==> src/rtl/spi_master_if.sv <==
`default_nettype none
// ============================================================================
//  Module      : spi_master_if
//  Description : Bundle of the byte-stream handshake (tx/rx valid-ready side)
//                and the four SPI pins used by spi_master.
//                master modport : view taken by spi_master itself
//                slave  modport : view taken by the system/pin side
//  Signals     : tx_data[7:0], tx_last, tx_valid, tx_ready,
//                rx_data[7:0], rx_last, rx_valid, busy,
//                nCS, SCK, MOSI, MISO
//  Revision    : 1.0 - initial release
// ============================================================================
interface spi_master_if;
    logic [7:0] tx_data;
    logic       tx_last;
    logic       tx_valid;
    logic       tx_ready;
    logic [7:0] rx_data;
    logic       rx_last;
    logic       rx_valid;
    logic       busy;
    logic       nCS;
    logic       SCK;
    logic       MOSI;
    logic       MISO;

    modport master (
        input  tx_data, tx_last, tx_valid, MISO,
        output tx_ready, rx_data, rx_last, rx_valid, busy, nCS, SCK, MOSI
    );

    modport slave (
        output tx_data, tx_last, tx_valid, MISO,
        input  tx_ready, rx_data, rx_last, rx_valid, busy, nCS, SCK, MOSI
    );
endinterface
`default_nettype wire

==> src/rtl/spi_master.sv <==
`default_nettype none
// ============================================================================
//  Module      : spi_master
//  Description : SPI mode-0 bus master. Takes a valid/ready byte stream,
//                frames it with nCS (byte flagged tx_last closes the
//                transfer), shifts it out on MOSI while sampling MISO, and
//                returns each received byte as a one-cycle rx_valid strobe.
//  Ports       : clk    - system clock
//                nreset - asynchronous active-low reset
//                bus    - spi_master_if.master (handshake + SPI pins)
//  Parameters  : CLK_DIV  clk cycles per SCK half-period (>=2)
//                CS_SETUP clk cycles nCS low before first SCK phase (>=1)
//                CS_HOLD  clk cycles after closing byte before nCS rise (>=1)
//                CS_IDLE  min clk cycles nCS high between transfers (>=1)
//  Config      : define SPI_MASTER_LSB_FIRST_EN for LSB-first bit order in
//                both directions; default is MSB first.
//  Revision    : 1.0 - initial release
// ============================================================================
module spi_master #(
    parameter int CLK_DIV  = 2,
    parameter int CS_SETUP = 2,
    parameter int CS_HOLD  = 2,
    parameter int CS_IDLE  = 2
) (
    input  logic         clk,
    input  logic         nreset,
    spi_master_if.master bus
);

    // ------------------------------------------------------------------
    // State encoding
    // ------------------------------------------------------------------
    localparam logic [2:0] C_IDLE  = 3'd0;
    localparam logic [2:0] C_SETUP = 3'd1;
    localparam logic [2:0] C_LO    = 3'd2;
    localparam logic [2:0] C_HI    = 3'd3;
    localparam logic [2:0] C_WAIT  = 3'd4;
    localparam logic [2:0] C_HOLD  = 3'd5;
    localparam logic [2:0] C_GAP   = 3'd6;

    // One phase counter serves SETUP, LO, HI, HOLD and GAP; each phase
    // reloads it to zero and ends when it reaches its terminal value.
    localparam int         C_CNT_W      = 16;
    localparam logic [C_CNT_W-1:0] C_DIV_LAST   = C_CNT_W'(CLK_DIV - 1);
    localparam logic [C_CNT_W-1:0] C_SETUP_LAST = C_CNT_W'(CS_SETUP - 1);
    localparam logic [C_CNT_W-1:0] C_HOLD_LAST  = C_CNT_W'(CS_HOLD - 1);
    localparam logic [C_CNT_W-1:0] C_IDLE_LAST  = C_CNT_W'(CS_IDLE - 1);

    // ------------------------------------------------------------------
    // Registers
    // ------------------------------------------------------------------
    logic [2:0]         r_state;
    logic [C_CNT_W-1:0] r_cnt;
    logic [2:0]         r_bit_cnt;
    logic [7:0]         r_tx_byte;
    logic [7:0]         r_rx_shift;
    logic               r_last;

    logic               r_ncs;
    logic               r_sck;
    logic               r_mosi;
    logic               r_tx_ready;
    logic               r_rx_valid;
    logic               r_rx_last;
    logic [7:0]         r_rx_data;
    logic               r_busy;

    // ------------------------------------------------------------------
    // Combinational helpers
    // ------------------------------------------------------------------
    logic       w_accept;
    logic       w_first_bit;
    logic [2:0] w_cur_idx;
    logic [2:0] w_next_idx;
    logic [7:0] w_rx_next;

    assign w_accept = bus.tx_valid & r_tx_ready;

    // The bit counter always runs 7 down to 0; the bit order only changes
    // which byte position that count maps to (7-x == ~x for 3 bits).
`ifdef SPI_MASTER_LSB_FIRST_EN
    assign w_first_bit = bus.tx_data[0];
    assign w_cur_idx   = ~r_bit_cnt;
    assign w_next_idx  = ~(r_bit_cnt - 3'd1);
`else
    assign w_first_bit = bus.tx_data[7];
    assign w_cur_idx   = r_bit_cnt;
    assign w_next_idx  = r_bit_cnt - 3'd1;
`endif

    // Receive byte with the bit being sampled this cycle merged in. Every
    // position is rewritten once per byte, so stale bits never leak out.
    always_comb begin
        w_rx_next            = r_rx_shift;
        w_rx_next[w_cur_idx] = bus.MISO;
    end

    // ------------------------------------------------------------------
    // Main FSM and all registered outputs
    // ------------------------------------------------------------------
    always_ff @(posedge clk or negedge nreset) begin
        if (!nreset) begin
            r_state    <= C_IDLE;
            r_cnt      <= '0;
            r_bit_cnt  <= 3'd0;
            r_tx_byte  <= 8'h00;
            r_rx_shift <= 8'h00;
            r_last     <= 1'b0;
            r_ncs      <= 1'b1;
            r_sck      <= 1'b0;
            r_mosi     <= 1'b0;
            r_tx_ready <= 1'b0;
            r_rx_valid <= 1'b0;
            r_rx_last  <= 1'b0;
            r_rx_data  <= 8'h00;
            r_busy     <= 1'b0;
        end else begin
            r_rx_valid <= 1'b0;

            case (r_state)
                C_IDLE: begin
                    r_tx_ready <= 1'b1;
                    if (w_accept) begin
                        r_tx_byte  <= bus.tx_data;
                        r_last     <= bus.tx_last;
                        r_mosi     <= w_first_bit;
                        r_ncs      <= 1'b0;
                        r_tx_ready <= 1'b0;
                        r_busy     <= 1'b1;
                        r_bit_cnt  <= 3'd7;
                        r_cnt      <= '0;
                        r_state    <= C_SETUP;
                    end
                end

                C_SETUP: begin
                    if (r_cnt == C_SETUP_LAST) begin
                        r_cnt   <= '0;
                        r_state <= C_LO;
                    end else begin
                        r_cnt <= r_cnt + 1'b1;
                    end
                end

                C_LO: begin
                    if (r_cnt == C_DIV_LAST) begin
                        r_cnt   <= '0;
                        r_sck   <= 1'b1;
                        r_state <= C_HI;
                    end else begin
                        r_cnt <= r_cnt + 1'b1;
                    end
                end

                C_HI: begin
                    if (r_cnt == C_DIV_LAST) begin
                        // Sample MISO in the same cycle SCK is driven low:
                        // the slave has had a full high phase to settle.
                        r_cnt      <= '0;
                        r_sck      <= 1'b0;
                        r_rx_shift <= w_rx_next;
                        if (r_bit_cnt == 3'd0) begin
                            r_rx_valid <= 1'b1;
                            r_rx_data  <= w_rx_next;
                            r_rx_last  <= r_last;
                            // Ready already in the strobe cycle so a held
                            // tx_valid continues without an extra stall.
                            r_tx_ready <= ~r_last;
                            r_state    <= C_WAIT;
                        end else begin
                            r_bit_cnt <= r_bit_cnt - 3'd1;
                            r_mosi    <= r_tx_byte[w_next_idx];
                            r_state   <= C_LO;
                        end
                    end else begin
                        r_cnt <= r_cnt + 1'b1;
                    end
                end

                C_WAIT: begin
                    if (r_last) begin
                        r_tx_ready <= 1'b0;
                        r_cnt      <= '0;
                        r_state    <= C_HOLD;
                    end else if (w_accept) begin
                        r_tx_byte  <= bus.tx_data;
                        r_last     <= bus.tx_last;
                        r_mosi     <= w_first_bit;
                        r_tx_ready <= 1'b0;
                        r_bit_cnt  <= 3'd7;
                        r_cnt      <= '0;
                        r_state    <= C_LO;
                    end
                end

                C_HOLD: begin
                    if (r_cnt == C_HOLD_LAST) begin
                        r_ncs   <= 1'b1;
                        r_mosi  <= 1'b0;
                        r_cnt   <= '0;
                        r_state <= C_GAP;
                    end else begin
                        r_cnt <= r_cnt + 1'b1;
                    end
                end

                C_GAP: begin
                    if (r_cnt == C_IDLE_LAST) begin
                        r_cnt      <= '0;
                        r_busy     <= 1'b0;
                        r_tx_ready <= 1'b1;
                        r_state    <= C_IDLE;
                    end else begin
                        r_cnt <= r_cnt + 1'b1;
                    end
                end

                default: begin
                    r_state    <= C_IDLE;
                    r_cnt      <= '0;
                    r_ncs      <= 1'b1;
                    r_sck      <= 1'b0;
                    r_mosi     <= 1'b0;
                    r_tx_ready <= 1'b0;
                    r_busy     <= 1'b0;
                end
            endcase
        end
    end

    // ------------------------------------------------------------------
    // Outputs
    // ------------------------------------------------------------------
    assign bus.nCS      = r_ncs;
    assign bus.SCK      = r_sck;
    assign bus.MOSI     = r_mosi;
    assign bus.tx_ready = r_tx_ready;
    assign bus.rx_valid = r_rx_valid;
    assign bus.rx_last  = r_rx_last;
    assign bus.rx_data  = r_rx_data;
    assign bus.busy     = r_busy;

endmodule
`default_nettype wire

==> src/flat_wrapper.sv <==
// flat-port wrapper written by rule: the top's interface ports become plain ports
module spi_master_flat 
#(
    parameter int CLK_DIV  = 2,
    parameter int CS_SETUP = 2,
    parameter int CS_HOLD  = 2,
    parameter int CS_IDLE  = 2
)
  (clk, nreset, bus_tx_data, bus_tx_last, bus_tx_valid, bus_MISO, bus_tx_ready, bus_rx_data, bus_rx_last, bus_rx_valid, bus_busy, bus_nCS, bus_SCK, bus_MOSI);
  spi_master_if bus_i ();
  input  logic clk;
  input  logic nreset;
  input wire logic [$bits(bus_i.tx_data)-1:0] bus_tx_data;
  input wire logic [$bits(bus_i.tx_last)-1:0] bus_tx_last;
  input wire logic [$bits(bus_i.tx_valid)-1:0] bus_tx_valid;
  input wire logic [$bits(bus_i.MISO)-1:0] bus_MISO;
  output wire logic [$bits(bus_i.tx_ready)-1:0] bus_tx_ready;
  output wire logic [$bits(bus_i.rx_data)-1:0] bus_rx_data;
  output wire logic [$bits(bus_i.rx_last)-1:0] bus_rx_last;
  output wire logic [$bits(bus_i.rx_valid)-1:0] bus_rx_valid;
  output wire logic [$bits(bus_i.busy)-1:0] bus_busy;
  output wire logic [$bits(bus_i.nCS)-1:0] bus_nCS;
  output wire logic [$bits(bus_i.SCK)-1:0] bus_SCK;
  output wire logic [$bits(bus_i.MOSI)-1:0] bus_MOSI;
  assign bus_i.tx_data = bus_tx_data;
  assign bus_i.tx_last = bus_tx_last;
  assign bus_i.tx_valid = bus_tx_valid;
  assign bus_i.MISO = bus_MISO;
  assign bus_tx_ready = bus_i.tx_ready;
  assign bus_rx_data = bus_i.rx_data;
  assign bus_rx_last = bus_i.rx_last;
  assign bus_rx_valid = bus_i.rx_valid;
  assign bus_busy = bus_i.busy;
  assign bus_nCS = bus_i.nCS;
  assign bus_SCK = bus_i.SCK;
  assign bus_MOSI = bus_i.MOSI;
  spi_master #(.CLK_DIV(CLK_DIV), .CS_SETUP(CS_SETUP), .CS_HOLD(CS_HOLD), .CS_IDLE(CS_IDLE)) u_core (.clk(clk), .nreset(nreset), .bus(bus_i));
endmodule
==> config.mk <==
export PLATFORM = sky130hd
export DESIGN_NAME = spi_master_flat
export DESIGN_NICKNAME = d
export VERILOG_FILES = /design/src/rtl/spi_master_if.sv /design/src/rtl/spi_master.sv /design/src/flat_wrapper.sv
export SDC_FILE = /design/constraint.sdc
export NUM_CORES = 1
export LEC_CHECK = 0
export ABC_CLOCK_PERIOD_IN_PS = 2700
export CAP_MARGIN = 20
export CORE_MARGIN = 4
export CORE_UTILIZATION = 57
export CTS_CLUSTER_DIAMETER = 60
export DETAILED_ROUTE_END_ITERATION = 12
export PLACE_DENSITY_LB_ADDON = 0.05
export SLEW_MARGIN = 20
export SYNTH_ARGS = -nofsm -noshare
export SYNTH_HDL_FRONTEND = slang
export SYNTH_SLANG_ARGS = --single-unit
==> constraint.sdc <==
create_clock -name clk -period 2.7 [get_ports clk]
set_clock_uncertainty 0.2 [all_clocks]
set_input_delay 0.27 -clock clk [delete_from_list [all_inputs] [get_ports clk]]
set_output_delay 0.27 -clock clk [all_outputs]
set_load 0.1 [all_outputs]
==> results of run 1 <==
what timing repair did:
action                                  CTS  global route
setup buffers                             0             0
hold endpoints to repair                 24             0
endpoints found under the setup margin    0             0
hold buffers                              1             0
power by group:
group / leakage [nW] / internal [W] / switching, W
Sequential: 0.661 / 0.00104 / 0.000265
Combinational: 0.786 / 0.000556 / 0.000971
Clock: 0.0573 / 0.000297 / 0.000249
Total: 1.50 / 0.00189 / 0.00148
logic make-up after synthesis:
family / Yosys count / synth area share [%]
mux: 18 / 7.33
xor+xnor: 3 / 0.910
buf+inv: 25 / 3.73
flops: 54 / 46.9
fa+ha+maj: 4 / 1.73
compound gates: 75 / 15.2
simple gates: 134 / 24.3
stage by stage:
step / total power (W) / setup WS (ns) / hold WS [ns] / utilization, %
after floorplan: 0.00252 / 0.422 / -0.226 / -
after global placement: 0.00280 / 0.412 / 0.0945 / 65.9
after detailed placement: 0.00285 / 0.364 / 0.0941 / 65.9
after CTS: 0.00340 / 0.413 / 0.280 / 68.4
after global routing: 0.00364 / 0.173 / 0.290 / 68.4
final: 0.00338 / 0.396 / 0.282 / 68.4
cell type report:
class,count,area (µm²)
fill,405,1520
multi-input combinational,234,1430
sequential,54,1350
timing repair buffer,34,295
tap,67,83.8
clock buffer,6,82.6
clock inverter,1,30.0
inverter,7,26.3
metal layers:
metal  vias up  wire length, µm  GRT usage [%]
met5         -                0              0
met4         0               57           5.84
met3         6              268           3.85
met2        55             2720           32.2
met1      1081             2670           28.3
li1       1161                -              -
registers in the layout (all words and copies together), names as in the netlist, 3 cells and up:
signal / count
u_core.r_cnt: 16
u_core.bus.rx_data: 8
u_core.r_rx_shift: 8
u_core.r_tx_byte: 8
u_core.r_bit_cnt: 3
u_core.r_state: 3
worst register-to-register path, delay by kind of cell, from the launching register on:
family,cells,cell delay (ns)
compound gates,1,0.26
mux,1,0.35
flops,1,0.57
simple gates,2,0.81
final timing paths:
path	from	end	slack [ns]	depth (start not counted)
max in group asynchronous	nreset	u_core.bus.nCS	1.40	3
hold reg to reg	u_core.r_tx_byte[3]	u_core.r_tx_byte[3]	0.28	2
setup reg to reg	u_core.r_state[1]	u_core.bus.MOSI	0.40	4
min in group clk	u_core.r_tx_byte[3]	u_core.r_tx_byte[3]	0.28	2
setup / recovery	u_core.r_state[1]	u_core.bus.MOSI	0.40	4
hold / removal	nreset	u_core.r_last	0.28	2
layout by cell type (no fill, tap or decap), types with 3 or more instances in the layout:
| cell type | count |
|---|---|
| dfrtp_1 | 53 |
| or3_1 | 3 |
| and3_1 | 4 |
| buf_4 | 20 |
| mux2_2 | 4 |
| mux2i_1 | 11 |
| nand2_1 | 56 |
| inv_1 | 7 |
| nor2_1 | 18 |
| clkdlybuf4s50_1 | 11 |
| nor2b_1 | 3 |
| o21ai_0 | 22 |
| nand3_1 | 21 |
| a21oi_1 | 26 |
| clkbuf_8 | 6 |
| o211ai_1 | 3 |
| nor3_1 | 9 |
| nand2b_1 | 4 |
| ha_1 | 4 |
| a31oi_1 | 10 |
==> flow_summary.toml, run 1 <==
[status]
outcome = "completed"

[placement]
place_congestion = 0.822
buffer_ports.inserted = 27
dp.cells = 395
place_hpwl_mm = 4.13
placement.cell_area_um2 = 3170

[worst_setup_path]
critical_path_peak_fanout = 19
path_cells = "nand4bb_1 -> nand2b_1 -> a32oi_1 -> mux2_2"
worst-setup-path-type = "reg2reg"
crit_slowest_cell = "dfrtp_1"
worst_path_dominant_cell_family = "simple AND/OR/NAND/NOR gates"
crit_path_end_kind = "flip-flop"
slowest_delay_ns = 0.57
arrival_time_reported_for_the_critical_path_endpoint_ns = 2.29
critPathBufInv = 0
start_kind = "flip-flop"
timing.critical_path.required_ns = 2.69

[final_layout]
area_growth_syn_to_layout_pct = 14.2
design_area_um2 = 3300
net_count_final = 353
final_layout_size_suffix_gt1_share_pct = 13.7
antenna_cells = 0
final-instance-count-excl-fill = 403

[floorplan]
row_count = 25
die_footprint_um2 = 6270
floorplan.die.height_um = 79.2
floorplan.core_area_um2 = 4820
io_pins = 28
floorplan.initialDensity_pct = 59.9
dieWidth_um = 79.2

[global_routing]
globalRoute.totalOverflow = 0
grt.total_usage_pct = 20.2
grt_start_max_net_pins = 31
grt_pass1_wl_mm = 10.2
initial_antenna_violation_count = 0
grt_pass1_vias = 2165

[detailed_routing]
count_of_unresolved_drc_violations_after_routing = 0
drt-initial-drc-count = 213
post_drt_via_cell_ratio = 5.71
drtPass1Iterations = 4
route.vias.total = 2303
wl_mm = 5.71
wl_per_cell_um = 14.2
route.antenna.remaining_nets = 0

[power_and_ir_drop]
power_density_nw_per_um2 = 1020
power.static_leakage_nw = 1.50
max-vdd-ir-drop_uv = 551

[yosys]
yosys-top-cells-area = "dfrtp_1, nand2_1, a21oi_1"
synthesis.instances = 313
synth.top_cell.area_share_pct = 45.9
synthesis.area_um2 = 2890
predominant_post_synthesis_flop_cell = "dfrtp_1"
synth_top_cells_by_count = "nand2_1, dfrtp_1, a21oi_1, o21ai_0, nand3_1"
synth_edf_count = 0
syn_nets = 330
synth_top_area_cell = "dfrtp_1"
synth_cell_type_count = 47
synth_async_sr_flop_share_pct = 100
yosys.cell_count.top_type = "nand2_1"
synth.yosys.seq_area_share_pct = 46.9
ys_warn_count = 0
avgSynthCellArea_um2 = 9.22
synth-seq-cells = 54

[clock_tree]
cts_sinks = 54
tritoncts = "yes"
clock_insertion_delay_worst_skew_ns = 0.30
maximum_root_to_sink_buffer_count = 2
h_tree_depth = 2
cts-resized-gates = 0
worst_setup_hold_path_clk_slew_ns = 0.09
cts_root_buf = "clkbuf_8"
cts_buffers = 5

[sta]
max_clock_freq_ghz = 0.434
final.setup.tns_ns = 0
report.final.slew_viol_count = 0
period_minus_slack_ns = 2.30
final_hold_viol_count = 0
maxSlewHeadroom_pct = 57.1
worstMarginPinSlew_ns = 0.644
rsz0062_at_grt = "no"
final_setup_violation_count = 0
final.period_utilization_pct = 85.3

[flow_run]
cap_viol_max_count = 0

[hold_path]
hold_path.class = "in2async"
Note: power is estimated with default switching activity, not from simulation.
==> inputs of run 2 (changes only) <==
--- a/config.mk
+++ b/config.mk
@@ -11,8 +11,8 @@
 export CORE_UTILIZATION = 57
 export CTS_CLUSTER_DIAMETER = 60
 export DETAILED_ROUTE_END_ITERATION = 12
+export MAX_ROUTING_LAYER = met4
 export PLACE_DENSITY_LB_ADDON = 0.05
-export SLEW_MARGIN = 20
 export SYNTH_ARGS = -nofsm -noshare
 export SYNTH_HDL_FRONTEND = slang
 export SYNTH_SLANG_ARGS = --single-unit
==> run 2 against run 1 <==
Die area unchanged. Sequential power about the same. Combinational power about the same. Non-clock buffer count unchanged. Final cell count unchanged. Sequential share of layout area unchanged. Routed wire length decreased by 0.26%. Via count increased by 0.26%. Core utilization unchanged.
==> flow_summary.toml, run 2 (synthesized netlist as in run 1, its figures left out) <==
[sta]
period_minus_slack_ns = 2.30
timing.final.ws_setup_ns = 0.399
maxSlewHeadroom_pct = 57.2
max_clock_freq_ghz = 0.435
fin_hold_ws_ns = 0.281
final.setup.tns_ns = 0
final_setup_violation_count = 0
final_hold_viol_count = 0
worstMarginPinSlew_ns = 0.642
final.period_utilization_pct = 85.2
report.final.slew_viol_count = 0
rsz0062_at_grt = "no"

[worst_setup_path]
crit_path_end_kind = "flip-flop"
slowest_delay_ns = 0.69
worst-r2r-setup-slack_ns = 0.40
worst-setup-path-type = "reg2reg"
start_kind = "flip-flop"
rr_startpoint = "u_core.r_state[0]"
crit_slowest_cell = "dfrtp_1"
worst_path_dominant_cell_family = "simple AND/OR/NAND/NOR gates"
critical_path_peak_fanout = 18
timing.reg2reg.worst_path_depth = 5
arrival_time_reported_for_the_critical_path_endpoint_ns = 2.29
timing.critical_path.required_ns = 2.69
worst_r2r_endpoint = "u_core.r_rx_shift[1]"
critPathBufInv = 0
path_cells = "nand2_1 -> nor2_1 -> nand2_1 -> nor2_1 -> mux2_2"

[final_layout]
fillers = 405
most-common-layout-cells = "nand2_1, dfrtp_1, a21oi_1, o21ai_0, nand3_1"
antenna_cells = 0
largest_register_ffs = 16
net_count_final = 353
area_growth_syn_to_layout_pct = 14.2
design_area_um2 = 3300
max_flop_register = "u_core.r_cnt"
layout.cells.most_common = "nand2_1"
final_layout_size_suffix_gt1_share_pct = 13.7

[detailed_routing]
drt-initial-drc-count = 246
wl_mm = 5.70
route.vias.total = 2309
post_drt_via_cell_ratio = 5.73
route.antenna.remaining_nets = 0
count_of_unresolved_drc_violations_after_routing = 0
drtPass1Iterations = 4
wl_per_cell_um = 14.1

[floorplan]
floorplan.initialDensity_pct = 59.9
io_pins = 28
row_count = 25
dieWidth_um = 79.2
floorplan.core_area_um2 = 4820
floorplan.die.height_um = 79.2
die_footprint_um2 = 6270

[global_routing]
globalRoute.totalOverflow = 0
grt.total_usage_pct = 20.8
grt_start_max_net_pins = 31
grt_pass1_wl_mm = 10.1
initial_antenna_violation_count = 0
grt_pass1_vias = 2159

[power_and_ir_drop]
power_density_nw_per_um2 = 1020
power.static_leakage_nw = 1.50
max-vdd-ir-drop_uv = 554

[status]
outcome = "completed"

[hold_path]
hold_path_depth = 2
hold_path.class = "reg2reg"
min_to = "u_core.r_tx_byte[3]"
worst_hold_startpoint = "u_core.r_tx_byte[3]"

[clock_tree]
worst_setup_hold_path_clk_slew_ns = 0.09
cts_root_buf = "clkbuf_8"
cts-resized-gates = 0
tritoncts = "yes"
cts_buffers = 5
cts_sinks = 54
maximum_root_to_sink_buffer_count = 2
h_tree_depth = 2
post_cts_hold_buffer_count = 1
clock_insertion_delay_worst_skew_ns = 0.30
cts_setup_buffers = 0

[placement]
dpl_worst_slack_ns = 0.364
place_congestion = 0.835
buffer_ports.inserted = 27
place_hpwl_mm = 4.13
placement.cell_area_um2 = 3170

[flow_run]
cap_viol_max_count = 0
[run 2: metrics by stage]
step	utilization, %	instances	total power [W]
after floorplan	-	313	0.00252
after global placement	65.9	395	0.00280
after detailed placement	65.9	395	0.00285
after CTS	68.4	403	0.00340
after global routing	68.4	403	0.00364
final	68.4	403	0.00338
[run 2: worst max-delay path by stage]
stage | cells past startpoint | slack, ns | from | endpoint
2_1_floorplan | 4 | 0.42 | u_core.bus.tx_ready | u_core.bus.MOSI
3_3_place_gp | 5 | 0.41 | bus_tx_valid | u_core.bus.MOSI
3_5_place_dp | 5 | 0.36 | bus_tx_valid | u_core.bus.MOSI
4_1_cts | 5 | 0.41 | u_core.r_state[0] | u_core.r_rx_shift[1]
5_1_grt | 5 | 0.17 | u_core.r_state[0] | u_core.r_rx_shift[1]
6_report | 5 | 0.40 | u_core.r_state[0] | u_core.r_rx_shift[1]
[run 2: final cells by class]
class | count | area (µm²) | area share [%]
inverters | 7 | 26.3 | 0.797
multi-input cells | 234 | 1430 | 43.3
repair buffers | 34 | 295 | 8.96
clock inverters | 1 | 30.0 | 0.911
flip-flops and latches | 54 | 1350 | 41.0
well taps | 67 | 83.8 | 2.54
clock buffers | 6 | 82.6 | 2.50
[run 2: per-layer routing]
layer	vias to the layer above	wire [µm]	track usage [%]
met3	8	277	3.85
met4	0	61	5.84
met2	66	2690	32.2
met1	1078	2670	28.3
met5	-	0	-
li1	1157	-	-
[run 2: power breakdown]
part | total, W | switching [W] | internal, W
registers | 0.00130 | 0.000263 | 0.00104
clock network | 0.000549 | 0.000252 | 0.000297
logic | 0.00153 | 0.000970 | 0.000556
total | 0.00338 | 0.00149 | 0.00189
[run 2: worst register-to-register path, stage by stage (launching register included)]
cell,delay [ns]
dfrtp_1,0.69
nand2_1,0.24
nor2_1,0.25
nand2_1,0.30
nor2_1,0.18
mux2_2,0.34
